**config.mk**
```make
export PLATFORM = sky130hd
export DESIGN_NAME = mem_sram_ctrl
export DESIGN_NICKNAME = d
export VERILOG_FILES = /design/src/rtl/mem_pkg.sv /design/src/rtl/mem_sram_ctrl.sv
export SDC_FILE = /design/constraint.sdc
export NUM_CORES = 1
export LEC_CHECK = 0
export BUFFER_PORTS_ARGS = -buffer_cell sky130_fd_sc_hd__buf_4
export CAP_MARGIN = 20
export CORE_MARGIN = 2
export CORE_UTILIZATION = 30
export CTS_BUF_LIST = sky130_fd_sc_hd__clkbuf_16
export DETAILED_ROUTE_END_ITERATION = 12
export HOLD_SLACK_MARGIN = 0.1
export PLACE_DENSITY_LB_ADDON = 0.05
export SETUP_SLACK_MARGIN = 0.4
export SYNTH_ARGS = -nofsm -noshare
export SYNTH_HDL_FRONTEND = slang
export SYNTH_SLANG_ARGS = --single-unit
```
**constraint.sdc**
```tcl
create_clock -name clk -period 4.1 [get_ports clk]
set_input_delay 0.205 -clock clk [delete_from_list [all_inputs] [get_ports clk]]
set_output_delay 0.205 -clock clk [all_outputs]
set_load 0.02 [all_outputs]
```
**src/rtl/mem_pkg.sv**
```systemverilog
// mem_pkg
//
// Shared definitions for the memory-stage SRAM controller:
//   mem_state_t       - controller FSM states (IDLE, LOW, HIGH, DONE)
//   HALF_LO / HALF_HI - value of the half-word select bit in the SRAM address
//   DEFAULT_BASE_ADDR - byte address that maps to SRAM half-word 0
package mem_pkg;

  typedef enum logic [1:0] {
    IDLE = 2'd0,
    LOW  = 2'd1,
    HIGH = 2'd2,
    DONE = 2'd3
  } mem_state_t;

  localparam logic HALF_LO = 1'b0;
  localparam logic HALF_HI = 1'b1;

  localparam int DEFAULT_BASE_ADDR = 1024;

endpackage

```
**src/rtl/mem_sram_ctrl.sv**
```systemverilog
// mem_sram_ctrl
//
// Memory-stage controller. It performs 32-bit loads and stores on a 16-bit
// external SRAM as two half-word accesses (low half, then high half), and
// freezes the pipeline until the access completes.
//
// Ports:
//   clk, rst      - clock (rising edge), asynchronous active-high reset
//   MEM_R_EN      - load request (held while freeze=1)
//   MEM_W_EN      - store request (held while freeze=1), wins over MEM_R_EN
//   ALU_result    - byte address of the access
//   ST_val        - store data
//   read_data     - last completed load word (registered)
//   ready         - access complete, or nothing pending
//   freeze        - ~ready, stalls the upstream pipeline
//   sram_addr     - half-word address (registered)
//   sram_dq_out   - write data (registered)
//   sram_dq_oe    - data bus drive enable (registered)
//   sram_dq_in    - read data from SRAM
//   sram_we_n     - active-low write strobe (registered)
//   sram_oe_n     - active-low output enable (registered)
module mem_sram_ctrl
  import mem_pkg::*;
#(
  parameter int BASE_ADDR   = DEFAULT_BASE_ADDR,
  parameter int WAIT_CYCLES = 1,
  parameter int ADDR_W      = 18
) (
  input  logic              clk,
  input  logic              rst,
  input  logic              MEM_R_EN,
  input  logic              MEM_W_EN,
  input  logic [31:0]       ALU_result,
  input  logic [31:0]       ST_val,
  output logic [31:0]       read_data,
  output logic              ready,
  output logic              freeze,
  output logic [ADDR_W-1:0] sram_addr,
  output logic [15:0]       sram_dq_out,
  output logic              sram_dq_oe,
  input  logic [15:0]       sram_dq_in,
  output logic              sram_we_n,
  output logic              sram_oe_n
);

  localparam int CNT_W = (WAIT_CYCLES < 1) ? 1 : $clog2(WAIT_CYCLES + 1);
  localparam logic [CNT_W-1:0] CNT_LAST = CNT_W'(WAIT_CYCLES);

  mem_state_t        state_q, state_d;
  logic [CNT_W-1:0]  cnt_q, cnt_d;
  logic              store_q, store_d;
  logic [31:0]       read_data_q, read_data_d;
  logic [ADDR_W-1:0] addr_q, addr_d;
  logic [15:0]       dq_out_q, dq_out_d;
  logic              dq_oe_q, dq_oe_d;
  logic              we_n_q, we_n_d;
  logic              oe_n_q, oe_n_d;

  logic              req;
  logic              phase_last;
  logic              in_access;
  logic              half;
  logic [31:0]       off;
  logic              unused_off_bits;

  assign req        = MEM_R_EN | MEM_W_EN;
  assign phase_last = (cnt_q == CNT_LAST);
  assign off        = ALU_result - 32'(BASE_ADDR);

  // Byte offset within the word and address bits above the SRAM are dropped,
  // so out-of-range addresses simply wrap.
  assign unused_off_bits = ^{off[31:ADDR_W+1], off[1:0]};

  // State, counter, latched direction and all registered outputs.
  always_ff @(posedge clk or posedge rst) begin
    if (rst) begin
      state_q     <= IDLE;
      cnt_q       <= '0;
      store_q     <= 1'b0;
      read_data_q <= '0;
      addr_q      <= '0;
      dq_out_q    <= '0;
      dq_oe_q     <= 1'b0;
      we_n_q      <= 1'b1;
      oe_n_q      <= 1'b1;
    end else begin
      state_q     <= state_d;
      cnt_q       <= cnt_d;
      store_q     <= store_d;
      read_data_q <= read_data_d;
      addr_q      <= addr_d;
      dq_out_q    <= dq_out_d;
      dq_oe_q     <= dq_oe_d;
      we_n_q      <= we_n_d;
      oe_n_q      <= oe_n_d;
    end
  end

  // Next state: each half-word phase lasts WAIT_CYCLES+1 cycles. The access
  // direction is latched on leaving IDLE so a dropped request still completes.
  always_comb begin
    state_d = state_q;
    cnt_d   = cnt_q;
    store_d = store_q;
    case (state_q)
      IDLE: begin
        if (req) begin
          state_d = LOW;
          cnt_d   = '0;
          store_d = MEM_W_EN;
        end
      end
      LOW: begin
        if (phase_last) begin
          state_d = HIGH;
          cnt_d   = '0;
        end else begin
          cnt_d = cnt_q + 1'b1;
        end
      end
      HIGH: begin
        if (phase_last) begin
          state_d = DONE;
          cnt_d   = '0;
        end else begin
          cnt_d = cnt_q + 1'b1;
        end
      end
      DONE: begin
        state_d = IDLE;
        cnt_d   = '0;
      end
      default: begin
        state_d = IDLE;
        cnt_d   = '0;
      end
    endcase
  end

  // SRAM controls are derived from the upcoming state so the registered pins
  // line up with the state they belong to. The write strobe is released on
  // the last cycle of each phase to give address/data hold.
  always_comb begin
    in_access   = (state_d == LOW) || (state_d == HIGH);
    half        = (state_d == HIGH) ? HALF_HI : HALF_LO;
    addr_d      = addr_q;
    dq_out_d    = dq_out_q;
    dq_oe_d     = 1'b0;
    we_n_d      = 1'b1;
    oe_n_d      = 1'b1;
    read_data_d = read_data_q;

    if (in_access) begin
      addr_d  = {off[ADDR_W:2], half};
      dq_oe_d = store_d;
      oe_n_d  = store_d;
      if (store_d) begin
        dq_out_d = (half == HALF_HI) ? ST_val[31:16] : ST_val[15:0];
        we_n_d   = (cnt_d == CNT_LAST);
      end
    end

    // Load data is captured at the end of each phase's final cycle.
    if (!store_q && phase_last) begin
      if (state_q == LOW) begin
        read_data_d[15:0] = sram_dq_in;
      end
      if (state_q == HIGH) begin
        read_data_d[31:16] = sram_dq_in;
      end
    end
  end

  assign ready       = (state_q == DONE) || ((state_q == IDLE) && !req);
  assign freeze      = ~ready;
  assign read_data   = read_data_q;
  assign sram_addr   = addr_q;
  assign sram_dq_out = dq_out_q;
  assign sram_dq_oe  = dq_oe_q;
  assign sram_we_n   = we_n_q;
  assign sram_oe_n   = oe_n_q;

endmodule

```
==> summary.md <==
| Metric | Value |
|---|---|
| Cell row count | 37 |
| Global routing usage summed across all routing layers | 13.9% |
| DRC Markers | 0 |
| Setup repair after global routing missed its margin | false |
| I/O pin count | 155 |
| Final number of setup-violating endpoints | 0 |
| Nets | 491 |
| Slowest cell on crit path | a211oi_1 |
| Number of filler cells placed in the layout | 1001 |
| First-pass GRT wire length | 12200 µm |
| Critical Path Fanout Max | 33 |
| Fin Hold WS | 112 ps |
| CTS HTree Levels | 3 |
| Die Ht | 106 µm |
| Run status | finished clean |
| Data required, critical path | 4350 ps |
| Die width | 106 µm |
| Main area contributors after synthesis | dfrtp_1, mux2_2, mux2i_1, ha_1, a21oi_1 |
| Most frequently used flop master after synthesis | dfrtp_1 |
| Final TNS setup | 0 ps |
| GPL Wtd Cong | 0.697 |
| Antenna violations before repair | 0 |
| Via count of the first global-routing pass | 2490 |
| Synthesis-stage register bit count | 73 |
| Fraction of final layout cells sized beyond drive strength 1 | 51.5% |
| Post-detail-place hpwl | 5370 µm |
| Count of input and output buffers | 139 |
| Buffer and inverter count on the worst path | 3 |
| Diode insertion count for antenna repair | 0 |
| Pin count of the biggest net entering global routing | 45 |
| Number of distinct library cells after synthesis | 35 |
| Maximum count of clock buffers along a single path | 2 |
| Top-area cell type share of the netlist area | 56.7% |
| Critical path cell sequence | inv_1, ha_1, o21bai_1, a211oi_1, ha_1, buf_4, a21oi_2, buf_4, nor2_1, a21oi_1 |
| Biggest cell delay along the critical path | 490 ps |
| Number of placed instances, taps included | 517 |
| Number of nets still failing antenna checks after routing | 0 |
| Design area | 0.00472 mm² |
| Via count | 2381 |
| Worst Setup Start Kind | register |
| Die Outline Area | 0.0113 mm² |
| Util after Layout | 46.1% |
| Type of the tightest min-delay check | input port to register |
| Detail-routed net length per standard cell | 13.6 µm |
| Final Slew Violations | 0 |
| Synthesis warning total | 0 |
| Largest area contributor in the synthesized netlist | dfrtp_1 |
| Number of optimization iterations in the first detailed-route pass | 4 |
| Arrival time at the worst endpoint | 3010 ps |
| Clock insertion delay at the later pin of the skew report | 320 ps |
| Fraction of the yosys area taken by sequential cells | 58.4% |
| DRT Wirelength | 7350 µm |
| Most frequent standard cell in the layout excluding fill and tap cells | buf_4 |
| Peak ir drop on the vdd network | 0.323 mV |
| Mapped cell area | 0.00313 mm² |
| Cell at the root of the clock tree | clkbuf_16 |
| Instance count of the mapped netlist | 248 |
| Slew Limit Headroom | 64.6% |
| CP Capture Type | register |
| Reported max-cap violation count | 0 |
| Starting utilization of the core area | 30.6% |
| Post-Synthesis Net Count | 340 |
| Commonest cells after routing, fill and taps aside | buf_4, dfrtp_1, mux2_2 |
| Worst slew pin tran | 528 ps |
| Area of the core region | 0.0102 mm² |
| Final clock period utilization by the worst path | 67.4% |
| Crit path kind | register to register |
| Gr ovfl total | 0 |
| Clk_skew | 5.69 ps |
| Post-layout instance count excluding filler cells | 540 |
| Clock Pin Slew Worst Setup and Hold Paths | 60 ps |
| Placed instance area | 0.00433 mm² |
| Share of async-settable or async-resettable flops after synthesis | 100% |
| Number of instances resized during post-cts repair | 0 |
| Cts bufs inserted | 9 |
| Static leakage | 2.20 nW |
| CTS Sinks | 73 |
| Area grow syn2layout | 50.6% |
| Vias per cell | 4.41 |
| Timing-limited maximum frequency | 362 MHz |
| EDFF count, synth | 0 |
| Tmin final | 2760 ps |
| Initial DRC count | 43 |
| Final Hold Violating Endpoints | 0 |
| Gate family responsible for the most delay along the worst path | compound AO/OA/AOI/OAI gates |
| Total power divided by cell area | 883 mW/mm² |
| TritonCTS clock tree | yes |
| Post-Syn Area per Cell | 12.6 µm² |
-- stage by stage --
| stage | power (mW) | worst slack (ps) |
|---|---|---|
| floorplan | 2.57 | 1620 |
| global placement | 3.37 | 1340 |
| detailed placement | 3.40 | 1330 |
| CTS | 4.24 | 1330 |
| global route | 4.49 | 1050 |
| finish | 4.17 | 1340 |
-- sequential cells by signal (all words and copies together), names as in the netlist --
register     cells
cnt_q            1
sram_dq_oe       1
sram_we_n        1
store_q          1
sram_oe_n        1
state_q          2
sram_dq_out     16
sram_addr       18
read_data       32
-- worst register-to-register path, stage by stage, from the launching register on --
cell      delay [ps]
dfrtp_1          390
inv_1            110
ha_1             300
o21bai_1         190
a211oi_1         490
ha_1             320
buf_4            230
a21oi_2          130
buf_4            310
nor2_1            90
a21oi_1          120
-- cell usage after synthesis, types with 2 or more instances --
cell      count
a21oi_1      16
and2_1        2
buf_2         8
clkbuf_1      2
dfrtp_1      71
dfstp_2       2
ha_1          8
inv_1         8
mux2_2       41
mux2i_1      16
nand2_1      12
nand2_2       2
nor2_1       20
nor3_1        4
nor4_1        2
o21ai_0      10
xnor2_1       4
xor2_1        3
-- final timing paths --
check	from	end	slack (ps)	cells after the start
hold reg to reg	sram_addr[9]	sram_addr[9]	490	2
setup / recovery	state_q[0]	sram_dq_out[2]	1340	10
max in group asynchronous	rst	sram_oe_n	2750	5
setup reg to reg	state_q[0]	sram_dq_out[2]	1340	10
min in group asynchronous	rst	read_data[4]	390	3
hold / removal	ALU_result[6]	sram_addr[5]	110	2
-- per-layer routing --
metal	vias to the layer above	GRT usage (%)	share of wire [%]
met5	-	0	0
met4	0	5.92	1.5
met3	10	4.66	7.6
met2	76	22.7	50
met1	1134	16.9	41
li1	1161	-	-
-- area by class of cell --
class	instances	area [µm²]	area share, %
Timing Repair Buffer	150	1150	24.4
Inverter	8	30.0	0.636
Sequential cell	73	1830	38.7
Tap cell	136	170	3.60
Clock inverter	7	85.1	1.80
Multi-Input combinational cell	157	1230	26.0
Clock buffer	9	225	4.77
-- cell families (layout without fill, tap and decap cells) --
family                     Yosys count  in the layout  share of synthesized area, %
DFF                                 73             73                          58.4
muxes                               57             57                          19.8
and+or+nand+nor                     49             49                          7.47
AOI/OAI and AO/OA                   36             36                          6.71
buffers and inverters               18            174                          2.48
adders and majority gates            8              8                          3.19
xor gates and xnor gates             7              7                          1.96
-- power breakdown --
group	total (mW)	internal [mW]	leakage [nW]	switching [mW]
sequential	1.28	1.10	0.849	0.183
combinational	2.07	0.941	1.20	1.13
clock	0.815	0.526	0.150	0.289
total	4.17	2.57	2.20	1.60
-- timing repair --
action,in CTS,in global routing
endpoints found under the hold margin,4,12
hold buffers,4,2
setup buffers,0,0
endpoints found under the setup margin,0,0
No activity file was read; power rests on OpenSTA's default activity.
